<file path="config.mk">
export PLATFORM = sky130hd
export DESIGN_NAME = tmds_serializer_10to1
export DESIGN_NICKNAME = d
export VERILOG_FILES = /design/src/rtl/hdmi_pkg.sv /design/src/rtl/tmds_word_fifo.sv /design/src/rtl/tmds_serializer_10to1.sv
export SDC_FILE = /design/constraint.sdc
export NUM_CORES = 1
export LEC_CHECK = 0
export BUFFER_PORTS_ARGS = -buffer_cell sky130_fd_sc_hd__buf_2
export CORE_MARGIN = 2
export CORE_UTILIZATION = 49
export DETAILED_ROUTE_END_ITERATION = 8
export HOLD_SLACK_MARGIN = 0.06
export PLACE_DENSITY = 0.74
export SLEW_MARGIN = 40
export SYNTH_ARGS = -nofsm -noshare
export SYNTH_HDL_FRONTEND = slang
export SYNTH_SLANG_ARGS = --single-unit
export TNS_END_PERCENT = 50
</file>
<file path="constraint.sdc">
create_clock -name clk -period 3.4 [get_ports clk]
set_input_delay 0.68 -clock clk [delete_from_list [all_inputs] [get_ports clk]]
set_output_delay 0.68 -clock clk [all_outputs]
set_load 0.1 [all_outputs]
</file>
<file path="src/rtl/hdmi_pkg.sv">
// Shared TMDS constants and the symbol-triple type used by the HDMI serial path.
package hdmi_pkg;

  localparam int TMDS_BITS = 10;
  localparam int TRIPLE_W  = 3 * TMDS_BITS;

  localparam logic [TMDS_BITS-1:0] TMDS_CTRL_00  = 10'b1101010100;
  localparam logic [TMDS_BITS-1:0] TMDS_CTRL_01  = 10'b0010101011;
  localparam logic [TMDS_BITS-1:0] TMDS_CTRL_10  = 10'b0101010100;
  localparam logic [TMDS_BITS-1:0] TMDS_CTRL_11  = 10'b1010101011;
  localparam logic [TMDS_BITS-1:0] TMDS_CLK_WORD = 10'b0000011111;

  typedef struct packed {
    logic [TMDS_BITS-1:0] d2;
    logic [TMDS_BITS-1:0] d1;
    logic [TMDS_BITS-1:0] d0;
  } tmds_triple_t;

endpackage

</file>
<file path="src/rtl/tmds_word_fifo.sv">
// Two-entry synchronous FIFO holding one TMDS symbol triple per entry.
module tmds_word_fifo
  import hdmi_pkg::*;
(
  input  logic                clk,
  input  logic                rst,
  input  logic                push,
  input  logic                pop,
  input  logic [TRIPLE_W-1:0] din,
  output logic [TRIPLE_W-1:0] head,
  output logic [1:0]          count,
  output logic                full,
  output logic                empty
);

  logic [TRIPLE_W-1:0] mem [2];
  logic                wr_ptr;
  logic                rd_ptr;
  logic                do_push;
  logic                do_pop;

  assign full    = (count == 2'd2);
  assign empty   = (count == 2'd0);
  assign do_push = push && !full;
  assign do_pop  = pop && !empty;
  assign head    = mem[rd_ptr];

  always_ff @(posedge clk) begin
    if (do_push) mem[wr_ptr] <= din;
  end

  always_ff @(posedge clk) begin
    if (rst) begin
      wr_ptr <= 1'b0;
      rd_ptr <= 1'b0;
      count  <= 2'd0;
    end else begin
      if (do_push) wr_ptr <= ~wr_ptr;
      if (do_pop)  rd_ptr <= ~rd_ptr;
      case ({do_push, do_pop})
        2'b10:   count <= count + 2'd1;
        2'b01:   count <= count - 2'd1;
        default: count <= count;
      endcase
    end
  end

endmodule

</file>
<file path="src/rtl/tmds_serializer_10to1.sv">
// 10:1 TMDS serializer on the bit-rate clock: three data lanes plus clock lane,
// fed from a 2-deep triple FIFO, with idle-symbol insertion on underflow.
module tmds_serializer_10to1
  import hdmi_pkg::*;
#(
  parameter logic [TMDS_BITS-1:0] IDLE_WORD = TMDS_CTRL_00,
  parameter int                   CNT_W     = 16
) (
  input  logic                 clk,
  input  logic                 rst,
  input  logic [TMDS_BITS-1:0] in_d0,
  input  logic [TMDS_BITS-1:0] in_d1,
  input  logic [TMDS_BITS-1:0] in_d2,
  input  logic                 in_valid,
  output logic                 in_ready,
  output logic                 word_tick,
  output logic                 ser_d0,
  output logic                 ser_d1,
  output logic                 ser_d2,
  output logic                 ser_clk,
  output logic                 underflow,
  output logic [CNT_W-1:0]     underflow_cnt
);

  logic [3:0]           bit_cnt;
  logic                 load;
  logic [TMDS_BITS-1:0] sh_d0;
  logic [TMDS_BITS-1:0] sh_d1;
  logic [TMDS_BITS-1:0] sh_d2;
  logic [TMDS_BITS-1:0] sh_clk;

  tmds_triple_t         fifo_din;
  tmds_triple_t         fifo_head;
  logic [1:0]           fifo_count;
  logic                 fifo_full;
  logic                 fifo_empty;
  logic                 push;
  logic                 pop;

  assign load      = (bit_cnt == 4'd9);
  assign word_tick = load && !rst;
  // Ready comes only from registered FIFO state, never from this cycle's load.
  assign in_ready  = !rst && !fifo_full;
  assign push      = in_valid && in_ready;
  assign pop       = load && !fifo_empty;
  assign fifo_din  = '{d2: in_d2, d1: in_d1, d0: in_d0};

  tmds_word_fifo u_fifo (
    .clk   (clk),
    .rst   (rst),
    .push  (push),
    .pop   (pop),
    .din   (fifo_din),
    .head  (fifo_head),
    .count (fifo_count),
    .full  (fifo_full),
    .empty (fifo_empty)
  );

  always_ff @(posedge clk) begin
    if (rst) begin
      bit_cnt       <= 4'd9;
      sh_d0         <= '0;
      sh_d1         <= '0;
      sh_d2         <= '0;
      sh_clk        <= '0;
      underflow     <= 1'b0;
      underflow_cnt <= '0;
    end else if (load) begin
      bit_cnt <= 4'd0;
      sh_clk  <= TMDS_CLK_WORD;
      if (!fifo_empty) begin
        sh_d0 <= fifo_head.d0;
        sh_d1 <= fifo_head.d1;
        sh_d2 <= fifo_head.d2;
      end else begin
        sh_d0     <= IDLE_WORD;
        sh_d1     <= IDLE_WORD;
        sh_d2     <= IDLE_WORD;
        underflow <= 1'b1;
        if (underflow_cnt != '1) underflow_cnt <= underflow_cnt + CNT_W'(1);
      end
    end else begin
      bit_cnt <= bit_cnt + 4'd1;
      sh_d0   <= sh_d0 >> 1;
      sh_d1   <= sh_d1 >> 1;
      sh_d2   <= sh_d2 >> 1;
      sh_clk  <= sh_clk >> 1;
    end
  end

  assign ser_d0  = sh_d0[0];
  assign ser_d1  = sh_d1[0];
  assign ser_d2  = sh_d2[0];
  assign ser_clk = sh_clk[0];

endmodule

</file>
==> impl_metrics.toml, run 1 <==
[run_status]
run_status = "finished, final reports clean"

[finish]
diodes = 0
layout-drive-gt1-share = 0.2171
synthToLayoutAreaGrowth_pct = 21.75
fin_cells = 541
nNetsFinal = 457
design_area_um2 = 5400

[routing]
vias = 2980
wire_per_inst_um = 15.66
ant_nets = 0
drtPass1Iterations = 5
drc_errors = 0
via_per_inst = 5.508
wl_um = 8474
first_iter_violations = 145

[timing]
finalMaxSlewViolations = 0
finalSetupTns_ns = 0
hold_viol_final = 0
whs_ns = 0.3590
slew_headroom = 0.4956
post-route-period-util = 0.7754
period_needed_ns = 2.636
setup_viol = 0
worst_slew_pin_slew_ns = 0.7497
finClkSkew_ns = 0.01078
rsz0062_at_grt = "no"
max_freq_mhz = 379.3

[power_and_ir_drop]
peakVddDrop_mv = 0.3961
p_leak_uw = 0.001967
power_uw = 4122
power.density_nw_per_um2 = 763.3

[logic_synthesis]
synth_area_um2 = 4436
synthCells = 355
synth_flop_cell = "dfxtp_1"
synth_fp_nets = 392
netlist-cell-type-count = 37
ys_warn_count = 0
synth_edf_count = 60
synthArstFlopShare = 0
seq_area_frac_synth = 0.6815
avgSynthCellArea_um2 = 12.49
synth-seq-cells = 121

[floorplan]
coreArea_um2 = 8763
dieArea_um2 = 9829
fp-row-count = 34
die_x_um = 99.14
start_util = 0.5061
io_pins = 56
dieHeight_um = 99.14

[worst_setup_path]
critPathRequiredTime_ns = 2.72
worstPathArrival_ns = 1.96
r2r-start = "bit_cnt[0]$_SDFF_PP1_"
crit_type = "flip-flop to output pin"
cp-start-kind = "flip-flop"
crit_path_start = "bit_cnt[0]$_SDFF_PP1_"
end_kind = "output pin"
cp_max_fo = 5

[clock_network]
clk_pin_slew_ns = 0.06
cts_root_buf = "clkbuf_8"
hold_buffers = 0
cts_post_setup_buffers_inserted = 0
numCtsBuffers = 17
cts_sinks = 121
htreeDepth = 4
clock_latency_ns = 0.51
cts_tree = "built"
cts_resized = 0
cts_buffer_depth = 2

[run]
cap_viol_max_count = 0

[global_routing]
grt_pass1_vias = 2974
grt_use_total = 0.1847
grt_start_max_net_pins = 31
grt-busiest-layer = "met2"
met3_usage = 0.06254
grt_antenna_before_repair = 0
gr-usage-met1 = 0.2146
overflow = 0
grt_pass1_wl_um = 13970
use_met2 = 0.3144

[placement]
io_buffers = 55
hpwl_um = 5115
dp.cells = 509
place_area_um2 = 4830
place_congestion = 0.7990

[hold_path]
hold_path.class = "input port to flip-flop"
worstHoldStart = "in_d1[0]"
==> routing by layer <==
| metal | up-vias | part of all wire |
|---|---|---|
| met5 | - | 0 |
| met3 | 12 | 0.046 |
| li1 | 1439 | - |
| met2 | 92 | 0.51 |
| met1 | 1437 | 0.43 |
| met4 | 0 | 0.013 |
==> worst max-delay path: stages (launching register included) <==
cell and delay, ns:
dfxtp_1 0.37, ha_1 0.21, and3b_1 0.22, nand2_1 0.13, inv_1 0.09, buf_2 0.43
==> flip-flops by register name, summed over array words and instances (netlist names), named ones only <==
register,cells
u_fifo.count,2
underflow_cnt,16
bit_cnt,4
underflow,1
sh_d1,10
sh_clk,5
u_fifo.wr_ptr,1
u_fifo.rd_ptr,1
sh_d2,10
sh_d0,10
u_fifo.mem,60
==> kinds of logic after synthesis <==
family	after synthesis	synth area share
AO/OA/AOI/OAI	76	0.09478
XOR/XNOR	6	0.01185
adder cells (fa/ha/maj)	4	0.01128
buffers and inverters	25	0.02595
flip-flops	121	0.6815
multiplexers	32	0.07278
AND/OR/NAND/NOR	91	0.1018
==> cell type report <==
class,instances,area (µm²)
Multi-Input combinational cell,209,1303
Timing Repair Buffer,63,335.3
Inverter,8,30.03
Clock buffer,23,446.7
Tap cell,108,135.1
Sequential cell,121,3027
Fill cell,701,3363
Clock inverter,9,123.9
==> metrics by stage <==
step / worst slack, ns / utilization
floorplan: 0.6688 / -
global placement: 1.154 / 0.5508
detailed placement: 1.130 / 0.5511
CTS: 0.7175 / 0.6162
global route: 0.5732 / 0.6162
finish: 0.7638 / 0.6162
==> synth_stat cells, types with 2 or more instances <==
cell,count,share of area
mux2_2,2,0.0051
or3_1,5,0.0071
o21ai_0,34,0.038
inv_1,8,0.0068
dfxtp_1,61,0.28
nand3b_1,2,0.0034
nor4_1,6,0.0085
clkbuf_1,11,0.0093
o31ai_1,6,0.010
ha_1,4,0.011
a21oi_1,27,0.030
o21a_1,2,0.0034
nand3_1,8,0.0090
a31oi_1,2,0.0028
nand2_1,26,0.022
nor2b_1,2,0.0028
nand4_1,3,0.0042
buf_2,3,0.0034
mux2i_1,30,0.068
or4_1,7,0.012
nor3_1,8,0.0090
nor2_1,20,0.017
xnor2_1,5,0.0099
edfxtp_1,60,0.41
==> final timing paths <==
kind,end,slack [ns],depth (start not counted)
max reg2reg,underflow_cnt[14]$_SDFFE_PP0P_,1.12,5
min reg2reg,sh_d2[7]$_SDFF_PP0_,0.43,2
max,word_tick,0.76,5
min,u_fifo.mem[1][10]$_DFFE_PP_,0.36,1
==> layout by cell type, fill, tap and decap left out, types with 2 or more instances in the layout <==
cell       count
dfxtp_1       60
edfxtp_1      60
buf_2         55
o21ai_0       34
mux2i_1       30
a21oi_1       27
nand2_1       26
nor2_1        18
clkbuf_16     16
inv_1          8
nand3_1        8
nor3_1         8
buf_4          8
or4_1          7
nor4_1         6
o31ai_1        6
or3_1          5
xnor2_1        5
clkbuf_1       5
ha_1           4
nand4_1        3
bufinv_16      3
nand3b_1       2
o21a_1         2
nor2_2         2
nor2b_1        2
mux2_2         2
a31oi_1        2
clkbuf_8       2
clkinv_1       2
clkinv_2       2
==> power by group <==
| part | switching, µW | leakage [µW] | internal (µW) |
|---|---|---|---|
| clock network | 587 | 0.000275 | 1130 |
| logic | 411 | 0.000641 | 189 |
| registers | 105 | 0.00105 | 1700 |
| total | 1100 | 0.00197 | 3020 |
(Power assumes the default switching activity.)
==> run 2, diff against run 1 <==
Settings changed: PLACE_DENSITY 0.74 to 0.77.
Clock period 3.4 ns to 2.4 ns, I/O delays scaled along.
==> run 2 against run 1 <==
Against the previous run:
- first-iteration DRC count shrank 6.2%
- cell area grew 2.2%
- largest cell class unchanged
- sequential power grew 38%
==> impl_metrics.toml, run 2 (same netlist as run 1, synthesis figures left out) <==
[clock_network]
numCtsBuffers = 17
htreeDepth = 4
clock_latency_ns = 0.51
cts_tree = "built"
clk_pin_slew_ns = 0.06
cts_buffer_depth = 2
cts_sinks = 121
cts_root_buf = "clkbuf_8"

[power_and_ir_drop]
peakVddDrop_mv = 0.7526
p_leak_uw = 0.002018
power.density_nw_per_um2 = 1085

[timing]
hold_viol_final = 0
finalMaxSlewViolations = 0
worst_slew_pin_slew_ns = 0.7381
post-route-period-util = 0.9519
rsz0062_at_grt = "no"
slew_headroom = 0.5034
period_needed_ns = 2.285
setup_viol = 0
finClkSkew_ns = 0.007807
max_freq_mhz = 437.7

[finish]
synthToLayoutAreaGrowth_pct = 24.43
nNetsFinal = 462
fill_cells = 678
largest_reg_flops = 60
multi_input_area_um2 = 1309
fin_cells = 546
layout-drive-gt1-share = 0.2785
final_cell_mix = "edfxtp_1 (60), buf_2 (53), dfxtp_1 (46)"
design_area_um2 = 5519
layout_commonest_cell = "edfxtp_1"
regMostFlops = "u_fifo.mem"
diodes = 0
seq_area_um2 = 3042
reg_top3 = "u_fifo.mem x60, underflow_cnt x16"

[placement]
hpwl_um = 5272
dp.cells = 513
place_congestion = 0.7909
io_buffers = 55
place_area_um2 = 4907

[routing]
drc_errors = 0
wire_per_inst_um = 15.34
vias = 3013
drtPass1Iterations = 4
ant_nets = 0
first_iter_violations = 136
via_per_inst = 5.518
wl_um = 8373

[floorplan]
dieHeight_um = 99.14
start_util = 0.5061
fp-row-count = 34
io_pins = 56
die_x_um = 99.14
dieArea_um2 = 9829
coreArea_um2 = 8763

[global_routing]
grt_use_total = 0.1841
grt_start_max_net_pins = 31
grt_pass1_vias = 2940
grt_antenna_before_repair = 0
grt_pass1_wl_um = 13900
overflow = 0

[worst_setup_path]
critPathRequiredTime_ns = 1.92
cp-start-kind = "flip-flop"
r2r-start = "bit_cnt[0]$_SDFF_PP1_"
crit_path_start = "bit_cnt[0]$_SDFF_PP1_"
crit_type = "flip-flop to output pin"
ff2ff_path_depth = 5
rrSetupSlack_ns = 0.20
crit_end = "word_tick"
end_kind = "output pin"
worstPathArrival_ns = 1.80
r2r-end = "underflow_cnt[14]$_SDFFE_PP0P_"
cp_max_fo = 5

[run_status]
run_status = "finished, final reports clean"

[run]
cap_viol_max_count = 0

[hold_path]
hold_path.class = "input port to flip-flop"
==> run 2: changes by cell type in the layout (fill, tap and decap cells not counted), sizes merged <==
cell / before / now
buf: 63 / 68
clkbuf: 23 / 17
clkinvlp: 1 / 3
inv: 8 / 15
clkinv: 5 / 2
==> run 2: worst max-delay path: stages, from the launching register on <==
cell	delay [ns]
dfxtp_1	0.38
ha_1	0.21
and3b_2	0.26
nand2_2	0.11
inv_1	0.15
buf_12	0.19
==> run 2: final cells by class <==
type	instances	share of cell area
well taps	108	0.02448
flip-flops and latches	121	0.5511
inverters	8	0.005441
multi-input cells	209	0.2371
clock buffers	17	0.07504
repair buffers	68	0.07300
clock inverters	15	0.03378
==> run 2: timing repair <==
item | 4_1_cts | 5_1_grt
cloned | 0 | 0
endpoints found under the setup margin | 1 | 1
gates resized for setup | 1 | 1
buffers inserted | 0 | 1
hold buffers | 0 | 0
==> run 2: worst min-delay path by stage <==
stage,from,endpoint,slack [ns],depth (start not counted)
after floorplan,sh_d0[1]$_SDFF_PP0_,sh_d0[0]$_SDFF_PP0_,0.40,2
after global placement,sh_d2[2]$_SDFF_PP0_,sh_d2[1]$_SDFF_PP0_,0.41,2
after detailed placement,sh_d2[8]$_SDFF_PP0_,sh_d2[7]$_SDFF_PP0_,0.42,2
after CTS,in_d1[2],u_fifo.mem[0][12]$_DFFE_PP_,0.14,1
after global routing,in_d1[2],u_fifo.mem[0][12]$_DFFE_PP_,0.13,1
final,in_d1[2],u_fifo.mem[0][12]$_DFFE_PP_,0.16,1
==> run 2: per-layer routing <==
metal | track usage | part of all wire | vias up | wire (µm)
met4 | 0.06322 | 0.0093 | 0 | 78
met3 | 0.06044 | 0.048 | 9 | 404
li1 | - | - | 1456 | -
met2 | 0.3160 | 0.52 | 81 | 4321
met5 | 0 | 0 | - | 0
met1 | 0.2185 | 0.43 | 1467 | 3568
==> run 2: where the power goes <==
part           internal (µW)  total, µW  switching [µW]
Combinational            312        957             645
Clock                   1600       2530             928
Sequential              2410       2500            91.9
==> run 2: per-stage QoR <==
stage                     worst slack (ns)  hold slack, ns  TNS (ns)  total power [µW]  utilization
after floorplan                    -0.1312          0.4014    -7.870              3236            -
after global placement              0.3053          0.4128         0              3454       0.5597
after detailed placement            0.2368          0.4173         0              3485       0.5600
after CTS                          0.02316          0.1384         0              6020       0.6286
after global routing              0.008562          0.1315         0              6249       0.6298
final                               0.1154          0.1580         0              5987       0.6298
==> run 3, diff against run 2 <==
Settings changed: ABC_AREA set to 1, SETUP_SLACK_MARGIN set to 0.5.
==> run 3 against run 2 <==
Against the previous run:
- cell area up 4.5%
- global-route usage up 2.1 points
- fmax up 18%
- total power down 0.57%
- non-clock buffer count unchanged
- highest routed layer unchanged
- first-iteration DRC count up 58%
- worst hold slack worse by 0.0090 ns
- critical endpoint unchanged
==> impl_metrics.toml, run 3 <==
[logic_synthesis]
synth_fp_nets = 488
avgSynthCellArea_um2 = 10.36
synth_top_cells_by_count = "nand2_1 (102), dfxtp_1 (61), edfxtp_1 (60)"
yosys-mux-area-fraction = 0
synth-simple-area-share = 0.1853
netlist-cell-type-count = 24
synth_area_um2 = 4672
synth_top_family_by_area = "simple AND/OR/NAND/NOR gates"
synth_compound_gate_area_share = 0.1093
synth-seq-cells = 121
ys_warn_count = 0
synthCells = 451
synthArstFlopShare = 0
synth_fa_ha_area_frac = 0.01071
yosys-top-cells-area = "edfxtp_1 (39%), dfxtp_1 (26%), nand2_1 (8.2%), nor2_1 (4.3%), a21oi_1 (4.2%)"
synth_most_common_cell = "nand2_1"
synth_edf_count = 60
synth_top_area_share = 0.3856
seq_area_frac_synth = 0.6470
synth_top_area_cell = "edfxtp_1"
synth_flop_cell = "dfxtp_1"
synth-xor-area-share = 0.001875

[finish]
largest_reg_flops = 60
nNetsFinal = 553
reg_top3 = "u_fifo.mem x60, underflow_cnt x16"
regMostFlops = "u_fifo.mem"
layout-drive-gt1-share = 0.2344
diodes = 0
synthToLayoutAreaGrowth_pct = 23.46
final_cell_mix = "nand2_1 (101), edfxtp_1 (60), dfxtp_1 (58)"
layout_commonest_cell = "nand2_1"

[clock_network]
htreeDepth = 4
cts_root_buf = "clkbuf_8"
hold_buffers = 0
numCtsBuffers = 17
cts_sinks = 121
clock_latency_ns = 0.52
cts_buffer_depth = 2
cts_tree = "built"
clk_pin_slew_ns = 0.06

[routing]
wl_um = 9595
wire_per_inst_um = 14.58
ant_nets = 0
drtPass1Iterations = 5
first_iter_violations = 215
vias = 3438
drc_errors = 0
via_per_inst = 5.225

[worst_setup_path]
end_kind = "output pin"
r2r-start = "bit_cnt[1]$_SDFF_PP0_"
critPathRequiredTime_ns = 1.92
crit_path_start = "bit_cnt[0]$_SDFF_PP1_"
cp-start-kind = "flip-flop"
cp_max_fo = 4
worstPathArrival_ns = 1.46
rrSetupSlack_ns = 0.69
ff2ff_path_depth = 13
crit_end = "word_tick"
r2r-end = "u_fifo.count[1]$_SDFFE_PP0P_"
crit_type = "flip-flop to output pin"

[timing]
finalMaxSlewViolations = 0
setup_viol = 0
period_needed_ns = 1.936
max_freq_mhz = 516.5
hold_viol_final = 0
finClkSkew_ns = 0.006581
post-route-period-util = 0.8067
worst_slew_pin_slew_ns = 0.6156
rsz0062_at_grt = "yes"
finalSetupTns_ns = 0
slew_headroom = 0.5896

[global_routing]
grt_antenna_before_repair = 0
grt_use_total = 0.2047
overflow = 0
grt_start_max_net_pins = 39
grt_pass1_vias = 3488
grt_pass1_wl_um = 16050

[power_and_ir_drop]
peakVddDrop_mv = 0.5944
power.density_nw_per_um2 = 1032
power_uw = 5952
p_leak_uw = 0.002248

[floorplan]
die_x_um = 101.6
start_util = 0.5056
dieHeight_um = 101.6
coreArea_um2 = 9240
dieArea_um2 = 10330
io_pins = 56
fp-row-count = 35

[run]
cap_viol_max_count = 0

[hold_path]
hold_path.class = "input port to flip-flop"

[run_status]
run_status = "finished, final reports clean"

[placement]
place_congestion = 0.8563
io_buffers = 55
hpwl_um = 5809
==> run 3: changes by cell type in the layout (fill, tap and decap cells not counted), sizes merged, moves of 7 or more <==
| cell | delta |
|---|---|
| nand2 | +77 |
| mux2i | -30 |
| or4 | -7 |
| nor2 | +44 |
| o21ai | -16 |
| nand3 | +18 |
| a31oi | +10 |
| inv | +12 |
| a32o | +15 |
| a21oi | +12 |
| nor3 | -8 |
==> run 3: critical path, stage by stage (launching register included) <==
cell	delay, ns
dfxtp_4	0.37
ha_4	0.15
nand3_4	0.07
nor2_4	0.15
buf_12	0.19
==> run 3: how the worst min path moves through the flow <==
stage | from | endpoint | cells past startpoint
6_report | in_d0[1] | u_fifo.mem[0][1]$_DFFE_PP_ | 1
2_1_floorplan | sh_clk[1]$_SDFF_PP0_ | sh_clk[0]$_SDFF_PP0_ | 2
5_1_grt | in_d0[1] | u_fifo.mem[1][1]$_DFFE_PP_ | 1
3_3_place_gp | sh_clk[4]$_SDFF_PP0_ | sh_clk[3]$_SDFF_PP0_ | 2
4_1_cts | in_d0[4] | u_fifo.mem[0][4]$_DFFE_PP_ | 1
3_5_place_dp | sh_clk[4]$_SDFF_PP0_ | sh_clk[3]$_SDFF_PP0_ | 2
==> run 3: logic make-up (layout without fill, tap and decap cells) <==
logic type | Yosys count | count (layout)
and+or+nand+nor | 195 | 195
xor gates and xnor gates | 1 | 1
adders and majority gates | 4 | 4
AOI/OAI and AO/OA | 84 | 84
buffers and inverters | 46 | 124
DFF | 121 | 121
==> run 3: stage by stage <==
step | utilization | setup slack [ns] | hold WS, ns | instance area, µm² | std cells
after floorplan | - | 0.1620 | 0.4161 | 4718 | 451
after global routing | 0.6242 | 0.3996 | 0.1309 | 5768 | 658
after CTS | 0.6215 | 0.4174 | 0.1307 | 5743 | 657
after detailed placement | 0.5548 | 0.4681 | 0.4387 | 5126 | 622
after global placement | 0.5548 | 0.4753 | 0.4230 | 5126 | 622
final | 0.6242 | 0.4638 | 0.1491 | 5768 | 658
==> run 3: final cells by class <==
type / count / area, µm²
Fill cell: 727 / 3472
Sequential cell: 121 / 3029
Multi-Input combinational cell: 284 / 1496
Timing Repair Buffer: 68 / 450.4
Clock buffer: 17 / 414.1
Tap cell: 129 / 161.4
Clock inverter: 15 / 126.4
Inverter: 24 / 90.09
==> run 3: routing by layer <==
| metal | vias up | part of all wire | GRT usage |
|---|---|---|---|
| li1 | 1681 | - | - |
| met1 | 1642 | 0.43 | 0.2443 |
| met2 | 97 | 0.50 | 0.3421 |
| met3 | 18 | 0.050 | 0.05521 |
| met4 | 0 | 0.021 | 0.1008 |
| met5 | - | 0 | 0 |
==> run 3: power breakdown <==
part | internal [µW] | switching (µW)
logic | 352 | 801
clock network | 1360 | 906
registers | 2410 | 119
==> run 3: repair_timing <==
item / CTS / global route
gates resized for setup: 16 / 8
setup endpoints to repair: 6 / 11
endpoints found under the hold margin: 0 / 0
pin swaps: 3 / 3
gates cloned: 0 / 0
buffers inserted: 3 / 1
